[config.mk]
export PLATFORM = sky130hd
export DESIGN_NAME = id_stage_pipe
export DESIGN_NICKNAME = d
export VERILOG_FILES = /design/src/rtl/id_stage_pipe_pkg.sv /design/src/rtl/id_stage_pipe_id_decoder.sv /design/src/rtl/id_stage_pipe.sv
export SDC_FILE = /design/constraint.sdc
export NUM_CORES = 1
export LEC_CHECK = 0
export ABC_AREA = 1
export CORE_MARGIN = 2
export CORE_UTILIZATION = 30
export CTS_CLUSTER_SIZE = 30
export DETAILED_ROUTE_END_ITERATION = 10
export PLACE_DENSITY = 0.61
export SYNTH_ARGS = -nofsm -noshare
export SYNTH_HDL_FRONTEND = slang
export SYNTH_SLANG_ARGS = --single-unit
export TNS_END_PERCENT = 10
[constraint.sdc]
create_clock -name clk -period 1.5 [get_ports clk]
set_input_delay 0.15 -clock clk [delete_from_list [all_inputs] [get_ports clk]]
set_output_delay 0.15 -clock clk [all_outputs]
set_load 0.02 [all_outputs]
[src/rtl/id_stage_pipe_pkg.sv]
// id_stage_pipe_pkg: constants shared by the decode stage and its decoder.
// Holds the RV32I opcode / funct3 / funct7 values, the ALU operation codes
// consumed by execute, and the control bundle the decoder returns.
package id_stage_pipe_pkg;

  localparam logic [6:0] OPC_RTYPE  = 7'b0110011;
  localparam logic [6:0] OPC_ITYPE  = 7'b0010011;
  localparam logic [6:0] OPC_LOAD   = 7'b0000011;
  localparam logic [6:0] OPC_STORE  = 7'b0100011;
  localparam logic [6:0] OPC_BRANCH = 7'b1100011;

  localparam logic [2:0] F3_ADD_SUB = 3'b000;
  localparam logic [2:0] F3_SLL     = 3'b001;
  localparam logic [2:0] F3_LW_SW   = 3'b010;
  localparam logic [2:0] F3_SRA     = 3'b101;
  localparam logic [2:0] F3_OR      = 3'b110;
  localparam logic [2:0] F3_AND     = 3'b111;
  localparam logic [2:0] F3_BEQ     = 3'b000;
  localparam logic [2:0] F3_BNE     = 3'b001;

  localparam logic [6:0] F7_BASE = 7'b0000000;
  localparam logic [6:0] F7_ALT  = 7'b0100000;

  localparam logic [3:0] ADD_ALU = 4'd0;
  localparam logic [3:0] SUB_ALU = 4'd1;
  localparam logic [3:0] AND_ALU = 4'd2;
  localparam logic [3:0] OR_ALU  = 4'd3;
  localparam logic [3:0] SLL_ALU = 4'd4;
  localparam logic [3:0] SRA_ALU = 4'd5;
  localparam logic [3:0] LW_ALU  = 4'd6;
  localparam logic [3:0] SW_ALU  = 4'd7;

  typedef struct packed {
    logic [3:0] alu_op;
    logic       used_rs1;
    logic       used_rs2;
    logic       rd_we;
    logic       is_load;
    logic       is_store;
    logic       is_branch;
    logic       illegal;
  } dec_ctl_t;

endpackage

[src/rtl/id_stage_pipe_id_decoder.sv]
// id_decoder: purely combinational RV32I decode for the ID stage.
//   inst       in   32-bit instruction word
//   ctl        out  alu_op, source-use flags, rd_we, load/store/branch, illegal
//   imm        out  ADDI I-immediate or branch B-immediate, else 0
//   mem_offset out  LW I-offset / SW S-offset, else 0
// Build option: ID_BRANCH_EN enables BEQ/BNE; without it opcode 1100011 is illegal.
module id_decoder
  import id_stage_pipe_pkg::*;
#(
  parameter int XLEN = 32
) (
  input  logic [31:0]     inst,
  output dec_ctl_t        ctl,
  output logic [XLEN-1:0] imm,
  output logic [XLEN-1:0] mem_offset
);

  logic [6:0] opc, f7;
  logic [2:0] f3;
  logic [XLEN-1:0] imm_i, imm_s;

  assign opc   = inst[6:0];
  assign f3    = inst[14:12];
  assign f7    = inst[31:25];
  assign imm_i = {{(XLEN-12){inst[31]}}, inst[31:20]};
  assign imm_s = {{(XLEN-12){inst[31]}}, inst[31:25], inst[11:7]};

  always_comb begin
    ctl        = '0;
    imm        = '0;
    mem_offset = '0;
    case (opc)
      OPC_RTYPE: begin
        ctl.used_rs1 = 1'b1;
        ctl.used_rs2 = 1'b1;
        ctl.rd_we    = 1'b1;
        case ({f7, f3})
          {F7_BASE, F3_ADD_SUB}: ctl.alu_op = ADD_ALU;
          {F7_ALT,  F3_ADD_SUB}: ctl.alu_op = SUB_ALU;
          {F7_BASE, F3_AND}:     ctl.alu_op = AND_ALU;
          {F7_BASE, F3_OR}:      ctl.alu_op = OR_ALU;
          {F7_BASE, F3_SLL}:     ctl.alu_op = SLL_ALU;
          {F7_ALT,  F3_SRA}:     ctl.alu_op = SRA_ALU;
          default:               ctl.illegal = 1'b1;
        endcase
      end
      OPC_ITYPE: begin
        ctl.used_rs1 = 1'b1;
        ctl.rd_we    = 1'b1;
        ctl.alu_op   = ADD_ALU;
        imm          = imm_i;
        ctl.illegal  = (f3 != F3_ADD_SUB);
      end
      OPC_LOAD: begin
        ctl.used_rs1 = 1'b1;
        ctl.rd_we    = 1'b1;
        ctl.is_load  = 1'b1;
        ctl.alu_op   = LW_ALU;
        mem_offset   = imm_i;
        ctl.illegal  = (f3 != F3_LW_SW);
      end
      OPC_STORE: begin
        ctl.used_rs1 = 1'b1;
        ctl.used_rs2 = 1'b1;
        ctl.is_store = 1'b1;
        ctl.alu_op   = SW_ALU;
        mem_offset   = imm_s;
        ctl.illegal  = (f3 != F3_LW_SW);
      end
`ifdef ID_BRANCH_EN
      OPC_BRANCH: begin
        ctl.used_rs1  = 1'b1;
        ctl.used_rs2  = 1'b1;
        ctl.is_branch = 1'b1;
        imm = {{(XLEN-12){inst[31]}}, inst[7], inst[30:25], inst[11:8], 1'b0};
        ctl.illegal = (f3 != F3_BEQ) && (f3 != F3_BNE);
      end
`endif
      default: ctl.illegal = 1'b1;
    endcase
    // An illegal word reads nothing and writes nothing.
    if (ctl.illegal) begin
      ctl         = '0;
      ctl.illegal = 1'b1;
      imm         = '0;
      mem_offset  = '0;
    end
    if (inst[11:7] == 5'd0) ctl.rd_we = 1'b0;
  end

endmodule

[src/rtl/id_stage_pipe.sv]
// id_stage_pipe: registered RV32I decode stage with the ID/EX register.
//   clk, reset               clock, synchronous active-high reset
//   in_valid/in_ready        fetch handshake (in_ready combinational)
//   in_pc, in_inst           instruction and its PC
//   r1_addr/r2_addr          register-file read addresses (comb, 0 if unused)
//   r1_data/r2_data          register-file read data
//   out_valid/out_ready      execute handshake
//   op_1, op_2, mem_offset, store_data, rd_addr, rd_we, alu_op, pc_out  ID/EX fields
//   br, branch_addr          taken-branch pulse and target to fetch
//   illegal                  pulse when an undecodable word is accepted
// Build option: ID_BRANCH_EN enables BEQ/BNE resolution and the SQUASH state.
module id_stage_pipe
  import id_stage_pipe_pkg::*;
#(
  parameter int XLEN = 32,
  parameter int RA_W = 5
) (
  input  logic            clk,
  input  logic            reset,
  input  logic            in_valid,
  output logic            in_ready,
  input  logic [XLEN-1:0] in_pc,
  input  logic [31:0]     in_inst,
  output logic [RA_W-1:0] r1_addr,
  output logic [RA_W-1:0] r2_addr,
  input  logic [XLEN-1:0] r1_data,
  input  logic [XLEN-1:0] r2_data,
  output logic            out_valid,
  input  logic            out_ready,
  output logic [XLEN-1:0] op_1,
  output logic [XLEN-1:0] op_2,
  output logic [XLEN-1:0] mem_offset,
  output logic [XLEN-1:0] store_data,
  output logic [RA_W-1:0] rd_addr,
  output logic            rd_we,
  output logic [3:0]      alu_op,
  output logic [XLEN-1:0] pc_out,
  output logic            br,
  output logic [XLEN-1:0] branch_addr,
  output logic            illegal
);

`ifdef ID_BRANCH_EN
  typedef enum logic [1:0] {RUN, LU_BUBBLE, SQUASH} state_t;
`else
  typedef enum logic [1:0] {RUN, LU_BUBBLE} state_t;
`endif

  state_t          state, state_nxt;
  dec_ctl_t        ctl;
  logic [XLEN-1:0] imm, moff;
  logic [RA_W-1:0] rs1, rs2, rd, ld_rd;
  logic            ld_pending, load_en, hazard, in_xfer, in_squash, taken, br_take, live;

  id_decoder #(.XLEN(XLEN)) u_dec (.inst(in_inst), .ctl(ctl), .imm(imm), .mem_offset(moff));

  assign rs1     = RA_W'(in_inst[19:15]);
  assign rs2     = RA_W'(in_inst[24:20]);
  assign rd      = RA_W'(in_inst[11:7]);
  assign r1_addr = ctl.used_rs1 ? rs1 : '0;
  assign r2_addr = ctl.used_rs2 ? rs2 : '0;

  assign load_en = !out_valid || out_ready;
  // ld_pending is only ever set in RUN, so LU_BUBBLE sees it cleared.
  assign hazard  = (state == RUN) && ld_pending && in_valid &&
                   ((ctl.used_rs1 && rs1 == ld_rd) || (ctl.used_rs2 && rs2 == ld_rd));

`ifdef ID_BRANCH_EN
  assign in_squash = (state == SQUASH);
  assign taken     = ctl.is_branch && (in_inst[12] ? (r1_data != r2_data) : (r1_data == r2_data));
`else
  assign in_squash = 1'b0;
  assign taken     = 1'b0;
`endif

  // The register is always empty in SQUASH (the branch loaded a bubble).
  assign in_ready = in_squash || (load_en && !hazard);
  assign in_xfer  = in_valid && in_ready;
  assign br_take  = in_xfer && !in_squash && taken;
  assign live     = in_xfer && !in_squash && !ctl.illegal && !ctl.is_branch;

  always_comb begin
    state_nxt = state;
    case (state)
      RUN, LU_BUBBLE: begin
        if (hazard && load_en) state_nxt = LU_BUBBLE;
        else if (in_xfer)      state_nxt = RUN;
`ifdef ID_BRANCH_EN
        if (br_take) state_nxt = SQUASH;
      end
      SQUASH: begin
        if (in_xfer) state_nxt = RUN;
`endif
      end
      default: state_nxt = RUN;
    endcase
  end

  always_ff @(posedge clk) begin
    if (reset) begin
      state      <= RUN;
      ld_pending <= 1'b0;
      ld_rd      <= '0;
      out_valid  <= 1'b0;
      op_1       <= '0;
      op_2       <= '0;
      mem_offset <= '0;
      store_data <= '0;
      rd_addr    <= '0;
      rd_we      <= 1'b0;
      alu_op     <= '0;
      pc_out     <= '0;
      illegal    <= 1'b0;
    end else begin
      state   <= state_nxt;
      illegal <= in_xfer && !in_squash && ctl.illegal;
      if (load_en) begin
        // Bubbles, branches, squashed and illegal words load an all-zero slot.
        out_valid  <= live;
        ld_pending <= live && ctl.is_load && ctl.rd_we;
        ld_rd      <= live ? rd : '0;
        op_1       <= (live && ctl.used_rs1) ? r1_data : '0;
        op_2       <= !live || ctl.is_store ? '0 : (ctl.used_rs2 ? r2_data : imm);
        mem_offset <= live ? moff : '0;
        store_data <= (live && ctl.is_store) ? r2_data : '0;
        rd_addr    <= live ? rd : '0;
        rd_we      <= live && ctl.rd_we;
        alu_op     <= live ? ctl.alu_op : '0;
        pc_out     <= live ? in_pc : '0;
      end
    end
  end

`ifdef ID_BRANCH_EN
  always_ff @(posedge clk) begin
    if (reset) begin
      br          <= 1'b0;
      branch_addr <= '0;
    end else begin
      br          <= br_take;
      branch_addr <= br_take ? in_pc + imm : '0;
    end
  end
`else
  assign br          = 1'b0;
  assign branch_addr = '0;
`endif

endmodule

==> results.md <==
- Status: finished, violations left
- Failing checks: setup timing
- Hold depth: 2
- Share of cells above drive strength 1: 0.249
- CTS sink count: 153
- IO Port Bufs: 313
- Dpl hpwl: 18,300 microns
- Final hold slack: 0.0592 ns
- Pins Over Slew Limit: 0
- H-tree depth: 4
- Yosys Warn Count: 0
- Total design power: 9.21 mW
- Starting DRT DRC Count: 323
- Placer's final routability congestion estimate: 0.870
- R2r endpoint: op_2[29]
- Pin count of the biggest net entering global routing: 68
- I/O pins: between 300 and 400
- Die X: roughly 160 microns
- Worst-path clk slew: 0.07 ns
- Crit path capture type: primary output
- Data arrival time of the worst path: approximately 1.8 ns
- Fin. Hold Viols: 0
- Hold crit path type: input pin to flop
- Mean Syn Cell Area: 7.19 sq um
- Reg2Reg Depth: 15
- Worst Path Max Fanout: 4
- Routed WL: 26,100 microns
- First-pass GRT wire length: roughly 40,000 microns
- CTS hold repair buffers: 0
- Die footprint: 26,000 sq um
- Top post-synthesis cells by area: dfxtp_1 (41%), nand2_1 (15%), a21oi_1 (9.2%), nor2_1 (5.9%), buf_4 (5.9%)
- Hold wc startpoint: reset
- Reg-to-Reg Start: ld_rd[0]
- Starting Density: 0.305
- Layout Nets: 1,525
- Pleak: 5.64 nW
- Vias in the first global route: 7,426
- Setup slack, reg-to-reg: -0.33 ns
- Most frequent cells in the layout: nand2_1 (269), dlygate4sd2_1 (171), dfxtp_1 (148)
- Worst EP required: 1.35 ns
- Synth area leader: dfxtp_1
- Crit start category: flop
- Post-layout min period: around 1.9 ns
- Gr usage total: 0.194
- Unrepaired setup endpoints after global routing: yes
- PwrDens: about 750 nW/um^2
- Placed insts: 1,666
- Layout Skew: 0.0273 ns
- Placement Setup Slack: -0.843 ns
- Post-synthesis sequential area ratio: 0.413
- Fin util: 0.507
- Pre-antenna DRT Iters: 4
- Final Non-Filler Cells: 1,730
- Max Clk Rate: 526 MHz
- Antenna cells: 0
- TritonCTS clock tree: built
- Avg WL per Cell: 15.1 microns
- Max cap viols: 0
- Setup ws final: -0.402 ns
- Skew-Pair Late Insertion Delay: 0.43 ns
- Synth top area share: 0.413
- Core area: about 24,000 sq um
- Number of routed nets with antenna violations: 0
- Antenna violations before repair: 0
- Overflow after GRT: 0
- Die height: approximately 160 microns
- Unique masters post-synth: 32
- Syn Inst Count: between 1k and 1.5k
- CTS Buffer Depth: 2
- Hold endpoint: pc_out[23]
- Cts bufs inserted: 17
- Num rows: 57
- #FFs+latches synth: 153
- Synthesized area: 7420 sq um
- WS Path Type: flop to primary output
- Worst VDD drop: 524 uV
- Root buf cell: clkbuf_16
- Final Cycle Share: 1.27
- Avg Vias per Cell: 4.43
- Final setup viols: 163
- Area delta synth->final: 66.2%
- DRC: 0
- Via count: between 7k and 8k
- Most common cell after layout, fill and taps aside: nand2_1
-- worst max path at each step --
stage	startpoint	end	slack, ns	cells past startpoint
floorplan	in_inst[3]	store_data[22]	-0.05	14
global placement	in_inst[30]	r1_addr[0]	-0.84	10
detailed placement	in_inst[12]	r2_addr[0]	-0.84	12
CTS	ld_rd[0]	in_ready	-0.40	12
global route	ld_rd[2]	in_ready	-0.53	12
finish	ld_rd[1]	in_ready	-0.40	11
-- per-stage QoR --
| stage | instance area (sq um) | TNS, ns |
|---|---|---|
| 3_5_place_dp | 11200 | -120.46 |
| 3_3_place_gp | 11200 | -118.45 |
| 2_1_floorplan | 7630 | -3.80 |
| 4_1_cts | 12000 | -35.23 |
| 6_report | 12300 | -35.23 |
| 5_1_grt | 12300 | -56.21 |
-- synthesized netlist by cell type --
cell type and number:
inv_1 65, nand2_2 31, nor2_2 4, buf_2 9, nand4_2 1, a21oi_1 137, o22ai_1 3, nand2_4 6
xnor2_1 2, and3b_1 1, nand3_2 1, nor2_8 3, buf_1 4, dfxtp_1 153, nor3_1 2, conb_1 1
inv_2 7, nand3_1 9, nor2_4 6, buf_6 4, a21oi_2 30, o21ai_0 5, nor3_2 1, clkbuf_1 42
nor2_1 117, nand2_1 288, buf_4 58, xor2_1 3, a31oi_1 1, buf_12 3, nand4_1 34, nand4_4 2
-- final cells by class --
class / instances / area (sq um)
Sequential cell: 153 / 3080
Timing Repair Buffer: 428 / 4200
Multi-Input combinational cell: 721 / 3800
Fill cell: 2479 / 12000
Clock inverter: 14 / 128
Tap cell: 324 / 405
Inverter: 72 / 285
Clock buffer: 18 / 439
-- logic make-up after synthesis --
| logic type | count (synthesis) | synth area share |
|---|---|---|
| XOR/XNOR | 5 | 0.00590 |
| AND/OR/NAND/NOR | 506 | 0.308 |
| AO/OA/AOI/OAI | 176 | 0.135 |
| other | 1 | 0.000505 |
| flip-flops | 153 | 0.413 |
| buffers and inverters | 192 | 0.139 |
-- routing by layer --
layer  global-route usage  wire, microns  vias to the layer above
li1                     -              -                     3898
met1                0.238          11100                     3501
met2                0.326          12600                      245
met3               0.0609           1900                       24
met4               0.0552            459                        0
met5                    0              0                        -
-- what timing repair did --
item                       in CTS  in global routing
gates resized for setup       339                 59
cloned                          5                  3
pin swaps                      30                 10
setup buffers                  18                  6
setup endpoints to repair     334                164
-- where the power goes --
| part | internal [mW] | total, mW | switching (mW) |
|---|---|---|---|
| clock network | 2.24 | 4.22 | 1.98 |
| registers | 4.06 | 4.06 | 0.00383 |
| logic | 0.460 | 0.922 | 0.463 |
| total | 6.76 | 9.21 | 2.45 |
-- state kept, by name, indices dropped and copies added (netlist names), 3 cells and up --
name,flops
alu_op,3
op_2,32
mem_offset,12
store_data,32
ld_rd,5
op_1,32
pc_out,32
-- critical path: stages, from the launching register on --
cell and delay, ns:
dfxtp_4 0.37, inv_2 0.04, nand2_1 0.05, nand4_1 0.08, nor2_1 0.11, nand2_1 0.06, nand2_1 0.08, nand2_2 0.08
nor2_4 0.15, nor2_8 0.06, buf_12 0.12, buf_8 0.12
Note: power is estimated with default switching activity, not from simulation.
